===== src/rtl/mips_fetch_pkg.sv =====
// rtl/mips_fetch_pkg.sv - shared types and constants for the MIPS fetch stage
package mips_fetch_pkg;

    typedef enum logic {
        ST_REQ  = 1'b0,
        ST_WAIT = 1'b1
    } fetch_state_e;

    localparam logic [31:0] RESET_PC_DEFAULT = 32'h0040_0000;
    localparam int          OPCODE_MSB       = 31;
    localparam int          OPCODE_LSB       = 26;
    localparam int          PC_INC           = 4;
    localparam logic [31:0] NOP_INSTR        = 32'h0000_0000;

endpackage


===== src/rtl/fetch_skid_reg.sv =====
// rtl/fetch_skid_reg.sv - two-entry (decode register + skid) valid/ready buffer with flush
module fetch_skid_reg
    import mips_fetch_pkg::*;
#(
    parameter int ADDR_W = 32,
    parameter int DATA_W = 32
) (
    input  logic              clk,
    input  logic              reset,
    input  logic              flush,
    input  logic              in_valid,
    input  logic [DATA_W-1:0] in_instr,
    input  logic [ADDR_W-1:0] in_pc,
    output logic              out_valid,
    input  logic              out_ready,
    output logic [DATA_W-1:0] out_instr,
    output logic [ADDR_W-1:0] out_pc,
    output logic              skid_full
);

    logic              id_valid_q, id_valid_d;
    logic [DATA_W-1:0] id_instr_q, id_instr_d;
    logic [ADDR_W-1:0] id_pc_q, id_pc_d;
    logic              skid_valid_q, skid_valid_d;
    logic [DATA_W-1:0] skid_instr_q, skid_instr_d;
    logic [ADDR_W-1:0] skid_pc_q, skid_pc_d;
    logic              consume;

    always_comb begin
        id_valid_d   = id_valid_q;
        id_instr_d   = id_instr_q;
        id_pc_d      = id_pc_q;
        skid_valid_d = skid_valid_q;
        skid_instr_d = skid_instr_q;
        skid_pc_d    = skid_pc_q;
        consume      = id_valid_q && out_ready;

        if (flush) begin
            id_valid_d   = 1'b0;
            skid_valid_d = 1'b0;
        end else begin
            if (consume) begin
                id_valid_d   = skid_valid_q;
                skid_valid_d = 1'b0;
                if (skid_valid_q) begin
                    id_instr_d = skid_instr_q;
                    id_pc_d    = skid_pc_q;
                end
            end
            // id_valid_d already reflects this cycle's consume/refill
            if (in_valid) begin
                if (!id_valid_d) begin
                    id_valid_d = 1'b1;
                    id_instr_d = in_instr;
                    id_pc_d    = in_pc;
                end else begin
                    skid_valid_d = 1'b1;
                    skid_instr_d = in_instr;
                    skid_pc_d    = in_pc;
                end
            end
        end
    end

    always_ff @(posedge clk) begin
        if (reset) begin
            id_valid_q   <= 1'b0;
            id_instr_q   <= DATA_W'(NOP_INSTR);
            id_pc_q      <= '0;
            skid_valid_q <= 1'b0;
            skid_instr_q <= DATA_W'(NOP_INSTR);
            skid_pc_q    <= '0;
        end else begin
            id_valid_q   <= id_valid_d;
            id_instr_q   <= id_instr_d;
            id_pc_q      <= id_pc_d;
            skid_valid_q <= skid_valid_d;
            skid_instr_q <= skid_instr_d;
            skid_pc_q    <= skid_pc_d;
        end
    end

    assign out_valid = id_valid_q;
    assign out_instr = id_instr_q;
    assign out_pc    = id_pc_q;
    assign skid_full = skid_valid_q;

endmodule


===== src/rtl/fetch_stage.sv =====
// rtl/fetch_stage.sv - MIPS instruction fetch: PC, single-outstanding imem requests, decode buffer
module fetch_stage
    import mips_fetch_pkg::*;
#(
    parameter int                ADDR_W   = 32,
    parameter int                DATA_W   = 32,
    parameter logic [ADDR_W-1:0] RESET_PC = ADDR_W'(RESET_PC_DEFAULT)
) (
    input  logic              clk,
    input  logic              reset,
    output logic              imem_req,
    output logic [ADDR_W-1:0] imem_addr,
    input  logic              imem_gnt,
    input  logic              imem_rvalid,
    input  logic [DATA_W-1:0] imem_rdata,
    input  logic              redirect,
    input  logic [ADDR_W-1:0] redirect_pc,
    output logic              id_valid,
    input  logic              id_ready,
    output logic [DATA_W-1:0] id_instr,
    output logic [5:0]        id_opcode,
    output logic [ADDR_W-1:0] id_pc,
    output logic [ADDR_W-1:0] id_pc_plus4
);

    fetch_state_e      state_q, state_d;
    logic [ADDR_W-1:0] pc_q, pc_d;
    logic [ADDR_W-1:0] req_pc_q, req_pc_d;
    logic              drop_q, drop_d;
    logic              skid_full;
    logic              grant;
    logic              accept;
    logic              resp_owed;

    // A stale response is still owed while drop is set, so no new request may issue
    assign imem_req  = (state_q == ST_REQ) && !skid_full && !drop_q && !reset;
    assign imem_addr = pc_q;
    assign grant     = imem_req && imem_gnt;
    assign accept    = (state_q == ST_WAIT) && imem_rvalid && !drop_q && !redirect && !reset;
    assign resp_owed = ((state_q == ST_WAIT) || drop_q) && !imem_rvalid;

    always_comb begin
        state_d  = state_q;
        pc_d     = pc_q;
        req_pc_d = req_pc_q;
        drop_d   = drop_q;

        case (state_q)
            ST_REQ: begin
                if (drop_q && imem_rvalid) begin
                    drop_d = 1'b0;
                end else if (grant) begin
                    req_pc_d = pc_q;
                    state_d  = ST_WAIT;
                end
            end
            ST_WAIT: begin
                if (imem_rvalid) begin
                    state_d = ST_REQ;
                    if (drop_q) begin
                        drop_d = 1'b0;
                    end else begin
                        pc_d = req_pc_q + ADDR_W'(PC_INC);
                    end
                end
            end
            default: state_d = ST_REQ;
        endcase

        if (redirect) begin
            pc_d    = redirect_pc & ~ADDR_W'(3);
            state_d = ST_REQ;
            drop_d  = resp_owed || grant;
        end
    end

    always_ff @(posedge clk) begin
        if (reset) begin
            state_q  <= ST_REQ;
            pc_q     <= RESET_PC;
            req_pc_q <= RESET_PC;
            drop_q   <= resp_owed;
        end else begin
            state_q  <= state_d;
            pc_q     <= pc_d;
            req_pc_q <= req_pc_d;
            drop_q   <= drop_d;
        end
    end

    fetch_skid_reg #(
        .ADDR_W (ADDR_W),
        .DATA_W (DATA_W)
    ) u_skid (
        .clk       (clk),
        .reset     (reset),
        .flush     (redirect),
        .in_valid  (accept),
        .in_instr  (imem_rdata),
        .in_pc     (req_pc_q),
        .out_valid (id_valid),
        .out_ready (id_ready),
        .out_instr (id_instr),
        .out_pc    (id_pc),
        .skid_full (skid_full)
    );

    assign id_opcode   = id_instr[OPCODE_MSB:OPCODE_LSB];
    assign id_pc_plus4 = id_pc + ADDR_W'(PC_INC);

endmodule

===== config.mk =====
export PLATFORM = sky130hd
export DESIGN_NAME = fetch_stage
export DESIGN_NICKNAME = d
export VERILOG_FILES = /design/src/rtl/mips_fetch_pkg.sv /design/src/rtl/fetch_skid_reg.sv /design/src/rtl/fetch_stage.sv
export SDC_FILE = /design/constraint.sdc
export NUM_CORES = 1
export LEC_CHECK = 0
export ABC_AREA = 1
export ABC_CLOCK_PERIOD_IN_PS = 4900
export BUFFER_PORTS_ARGS = -buffer_cell sky130_fd_sc_hd__buf_2
export CORE_ASPECT_RATIO = 0.6
export CORE_MARGIN = 2
export CORE_UTILIZATION = 45
export DETAILED_ROUTE_END_ITERATION = 6
export PLACE_DENSITY_LB_ADDON = 0.12
export SKIP_CTS_REPAIR_TIMING = 1
export SYNTH_ARGS = -nofsm -noshare
export SYNTH_HDL_FRONTEND = slang
export SYNTH_SLANG_ARGS = --single-unit

===== constraint.sdc =====
create_clock -name clk -period 4.9 [get_ports clk]
set_clock_uncertainty 0.05 [all_clocks]
set_input_delay 0.49 -clock clk [delete_from_list [all_inputs] [get_ports clk]]
set_output_delay 0.49 -clock clk [all_outputs]
set_load 0.005 [all_outputs]

After elaboration in Yosys (flattened, before gate mapping)
Index checks and enable logic that the tools add are counted.

Bits in registers: 196. Input port bits: 70. Output and inout port bits: 136. Word-level logic and storage cells: 73.

Add/sub/neg operators: 2. Equal/unequal tests: 3. Muxes and demuxes: 27. Bitwise logic cells: 4. Reductions and logical operators: 26.

Operators by type and width (number): $mux W32 (12); $add A32 B3 Y32 const B (2); $mux W1 (13); $reduce_and A3 Y1 (4); $logic_and A1 B1 Y1 (11); $logic_not A1 Y1 (5); $ne A4 B3 Y1 const B (1); $ne A4 B4 Y1 const B (1); $not A1 Y1 (4); $pmux W1 S2 (2); $reduce_bool A2 Y1 (2); $logic_or A1 B1 Y1 (2); $ne A2 B2 Y1 const B (1); $reduce_and A2 Y1 (1); $reduce_or A2 Y1 (1).

Logic depth before layout (Yosys ltp)
Depth after elaboration: 8. Gate-level depth with buffers: 10. Depth with buffers taken out: 9.

Cells and area by module
From an unflattened synthesis, not the netlist that was laid out.

Cells, all modules: 1683. Area total of the unflattened synthesis: 10603.9 sq um.

By module, submodules not included: fetch_skid_reg (times used 1, cells each 1044, area each 6441.2 sq um, seq. area each 2602.5 sq um); fetch_stage (times used 1, cells each 639, area each 4162.7 sq um, seq. area each 1331.3 sq um).

Worst setup path before layout
OpenSTA, ideal clock, no wires.

Kind: register to output. Start point: register u_skid.id_pc_q[3], in the netlist u_skid.out_pc[3]. End point: output id_pc_plus4[14]. Arrival: 1474 ps. Slack: 2886 ps. Stages on the path, launching flop included: 7. Buffers on the path: 0. Cell sequence: dfxtp_1 -> ha_1 -> nand2_1 -> nor3_1 -> nand2_1 -> nor2_1 -> xor2_1.

Word-level cells in the longest chain between the ends: 1.

RTL lines: start: declaration (line fetch_skid_reg.sv:23) `logic [ADDR_W-1:0] id_pc_q, id_pc_d;`; start signal: assignment (line fetch_skid_reg.sv:76) `id_pc_q <= id_pc_d;`; $add A32 B3 Y32 (line fetch_stage.sv:109) `assign id_pc_plus4 = id_pc + ADDR_W'(PC_INC);`; end: declaration (line fetch_stage.sv:23) `output logic [ADDR_W-1:0] id_pc_plus4`.

No other way between the ends.

Final worst setup path
Start point: register u_skid.id_pc_q[3], in the netlist u_skid.out_pc[3]. End point: output id_pc_plus4[26].

Same word-level chain as after synthesis.

==> flow_summary.toml <==
[finish]
postLayoutCellArea_sq_um = 11300
nets = 1603
fin_cells = 1821
insertedDiodeCount = 0
fill_cells = 2137
synthToLayoutAreaGrowth_pct = 17.1
multiInputGateArea_sq_um = 4730
seq_area_sq_um = 3930
drive_gt1_share_pct = 18.4

[synth]
syn-cell-area_sq_um = 9660
netlist.area_leader.share_pct = 40.4
synthMostInstantiatedCell = "nand2_1"
synth_fp_nets = 1456
netlist_instances = 1384
synth-main-ff-cell = "dfxtp_1"
synth_top_area_cell = "dfxtp_1"
synth_top_cells_by_area = "dfxtp_1 (40%), nand2_1 (11%), o21ai_0 (9.7%)"
synth_edf_count = 1
synth_area_per_cell_sq_um = 6.98
ys_types = 44
synth_warnings = 0
seq_area_frac_synth_pct = 40.7
synthArstFlopShare_pct = 0
synth_seq_cells = 196
yosys-top-cells-count = "nand2_1 (294), dfxtp_1 (195), o21ai_0 (188), inv_1 (161), a21oi_1 (117)"

[floorplan]
core_sq_um = 21000
num_io_pins = 206
die_w_um = 193
die_area_sq_um = 22700
rows = 41
fp.dieH_um = 117
initial_utilization_pct = 45.9

[route]
viasPerCell = 5.38
post_drt_wl_per_cell_um = 17.8
ant_nets = 0
routed_wl_mm = 32.4
drc_errors = 0
dr.pass1.iters = 5
route.vias.total = 9795
drtIter0Drc = 989

[cts]
cts_made_buffers = 17
cts_tree = "built"
clk_pin_slew_ns = 0.07
clock-sinks = 196
cts_buffer_depth = 2
clk_latency_ns = 0.44
cts_root_buf = "clkbuf_16"
htreeDepth = 4

[global_routing]
grt_use_met3_pct = 9.03
grt_use_met1_pct = 45.4
grt.total_usage_pct = 28.3
grt_pass1_wl_mm = 49.5
grt.overflow.total = 0
grt-busiest-layer = "met1"
grt_pass1_vias = 8607
grt_max_degree = 95
met2_usage_pct = 35.8
grt_antenna_before_repair = 0

[sta]
rsz0062_at_grt = "false"
max-slew-margin-rel_pct = 27.7
max_freq_ghz = 0.312
setup_viol = 0
period_minus_slack_ns = 3.20
fin_crit_sh_pct = 65.4
maxSlewViolCount = 0
setup-tns-final_ns = 0
tightest_slew_ns = 1.08
hold_viol_final = 0

[place]
io_buffers = 203
hpwl_mm = 23.4
post_dp_cell_area_sq_um = 10700
dp_cells = 1791
gp_congestion = 0.986

[worst_setup_path]
cp_cell_sequence = "ha_1 > nand2_1 > nor2_1 > nand2_1 > nor3_1 > xor2_1 > buf_2"
cp-end-kind = "primary output"
path_buf_inv = 1
worstPathMaxFanout = 5
worstSetupPathType = "reg -> out"
cp_data_required_time_ns = 4.36
cp_common_cell = "nand2_1"
crit_slowest_cell = "dfxtp_1"
startpoint_type = "flop"
crit_family = "simple AND/OR/NAND/NOR gates"
worst_ep_arrival_time_ns = 2.66
slowest_delay_ns = 0.51

[hold_path]
hold_class = "in -> reg"

[power]
power_density_nw_per_um2 = 297
peakVddDrop_v = 0.000268
leakage_nw = 4.73

[run_status]
status = "finished clean"

[run]
maxCapViolCount = 0
[area by class of cell]
| type | instances | area share [%] |
|---|---|---|
| inverter | 164 | 5.44 |
| tap | 279 | 3.09 |
| sequential | 196 | 34.8 |
| timing repair buffer | 213 | 9.65 |
| clock buffer | 21 | 4.07 |
| multi-input combinational | 939 | 41.8 |
| clock inverter | 9 | 1.15 |
[kinds of logic (layout without fill, tap and decap cells)]
kind of cell	Yosys count	count (layout)	synth area share, %
multiplexers	17	17	1.98
buffers and inverters	249	407	10.6
AND/OR/NAND/NOR	483	483	21.0
XOR/XNOR	27	27	2.45
AO/OA/AOI/OAI	410	410	23.0
adder cells (fa/ha/maj)	2	2	0.259
flip-flops	196	196	40.7
[worst register-to-register path, cell delays in order, from the launching register on]
cell and delay (ns):
edfxtp_1 0.39, inv_1 0.10, nand3_2 0.17, nor2_4 0.12, buf_4 0.30, nand2_4 0.18, nor2_4 0.58, buf_4 0.60
o21ai_0 0.20, a21oi_1 0.16
[stage by stage]
| stage | setup WS (ns) | utilization, % | total power [W] | hold WS [ns] |
|---|---|---|---|---|
| after floorplan | 2.89 | - | 0.00183 | 0.375 |
| after detailed placement | 1.75 | 51.0 | 0.00194 | 0.390 |
| after CTS | 1.80 | 53.8 | 0.00338 | 0.221 |
| after global placement | 1.83 | 51.0 | 0.00194 | 0.387 |
| after global routing | 1.59 | 53.8 | 0.00347 | 0.231 |
| final | 1.70 | 53.8 | 0.00336 | 0.229 |
[layout by cell type, fill, tap and decap left out, drive strengths merged]
cell type	synthesis	routed
a31oi	11	11
nor3	14	14
o211ai	19	19
edfxtp	1	1
and3	2	2
clkinvlp	0	1
nand4	12	12
a211oi	1	1
mux2	17	17
buf	39	213
a21oi	117	117
inv	164	165
nor3b	1	1
o21a	1	1
o221ai	7	7
ha	2	2
a32oi	1	1
nor4	2	2
xnor2	6	6
o31ai	2	2
nand3b	1	1
dfxtp	195	195
bufinv	0	3
or2	5	5
xor2	21	21
a22o	15	15
o21ai	228	228
o22ai	7	7
clkinv	0	4
nand3	49	49
o21bai	1	1
nand2	296	296
nor2	101	101
clkbuf	46	21
[registers in the layout, summed over array words and instances (netlist names)]
name / cells
u_skid.skid_instr_q: 32
u_skid.out_valid: 1
req_pc_q: 32
u_skid.skid_full: 1
drop_q: 1
u_skid.out_pc: 32
state_q: 1
u_skid.out_instr: 32
imem_addr: 32
u_skid.skid_pc_q: 32
[metal layers]
layer  share of wire [%]  wire (um)  vias to the layer above
met5                   0          0                        -
met1                  50      16300                     4532
met3                  11       3520                       25
met4                 1.1        358                        0
met2                  38      12300                      401
li1                    -          -                     4837
[path summary, 6_finish.rpt]
kind	slack (ns)	to	cells after the start	from
setup / recovery	1.70	id_pc_plus4[26]	7	u_skid.out_pc[3]$_SDFFE_PP0N_
hold / removal	0.23	u_skid.out_instr[13]$_SDFFE_PP0N_	3	imem_rdata[13]
setup reg to reg	1.98	u_skid.skid_pc_q[6]$_SDFFE_PP0P_	9	drop_q$_DFFE_PP_
hold reg to reg	0.40	u_skid.skid_instr_q[13]$_SDFFE_PP0P_	2	u_skid.skid_instr_q[13]$_SDFFE_PP0P_
[report_power, final]
part | switching, W | internal (W) | leakage [nW]
sequential | 0.0000407 | 0.00163 | 1.59
clock | 0.000630 | 0.000826 | 0.289
combinational | 0.000154 | 0.0000790 | 2.85
No activity file was read; power rests on OpenSTA's default activity.
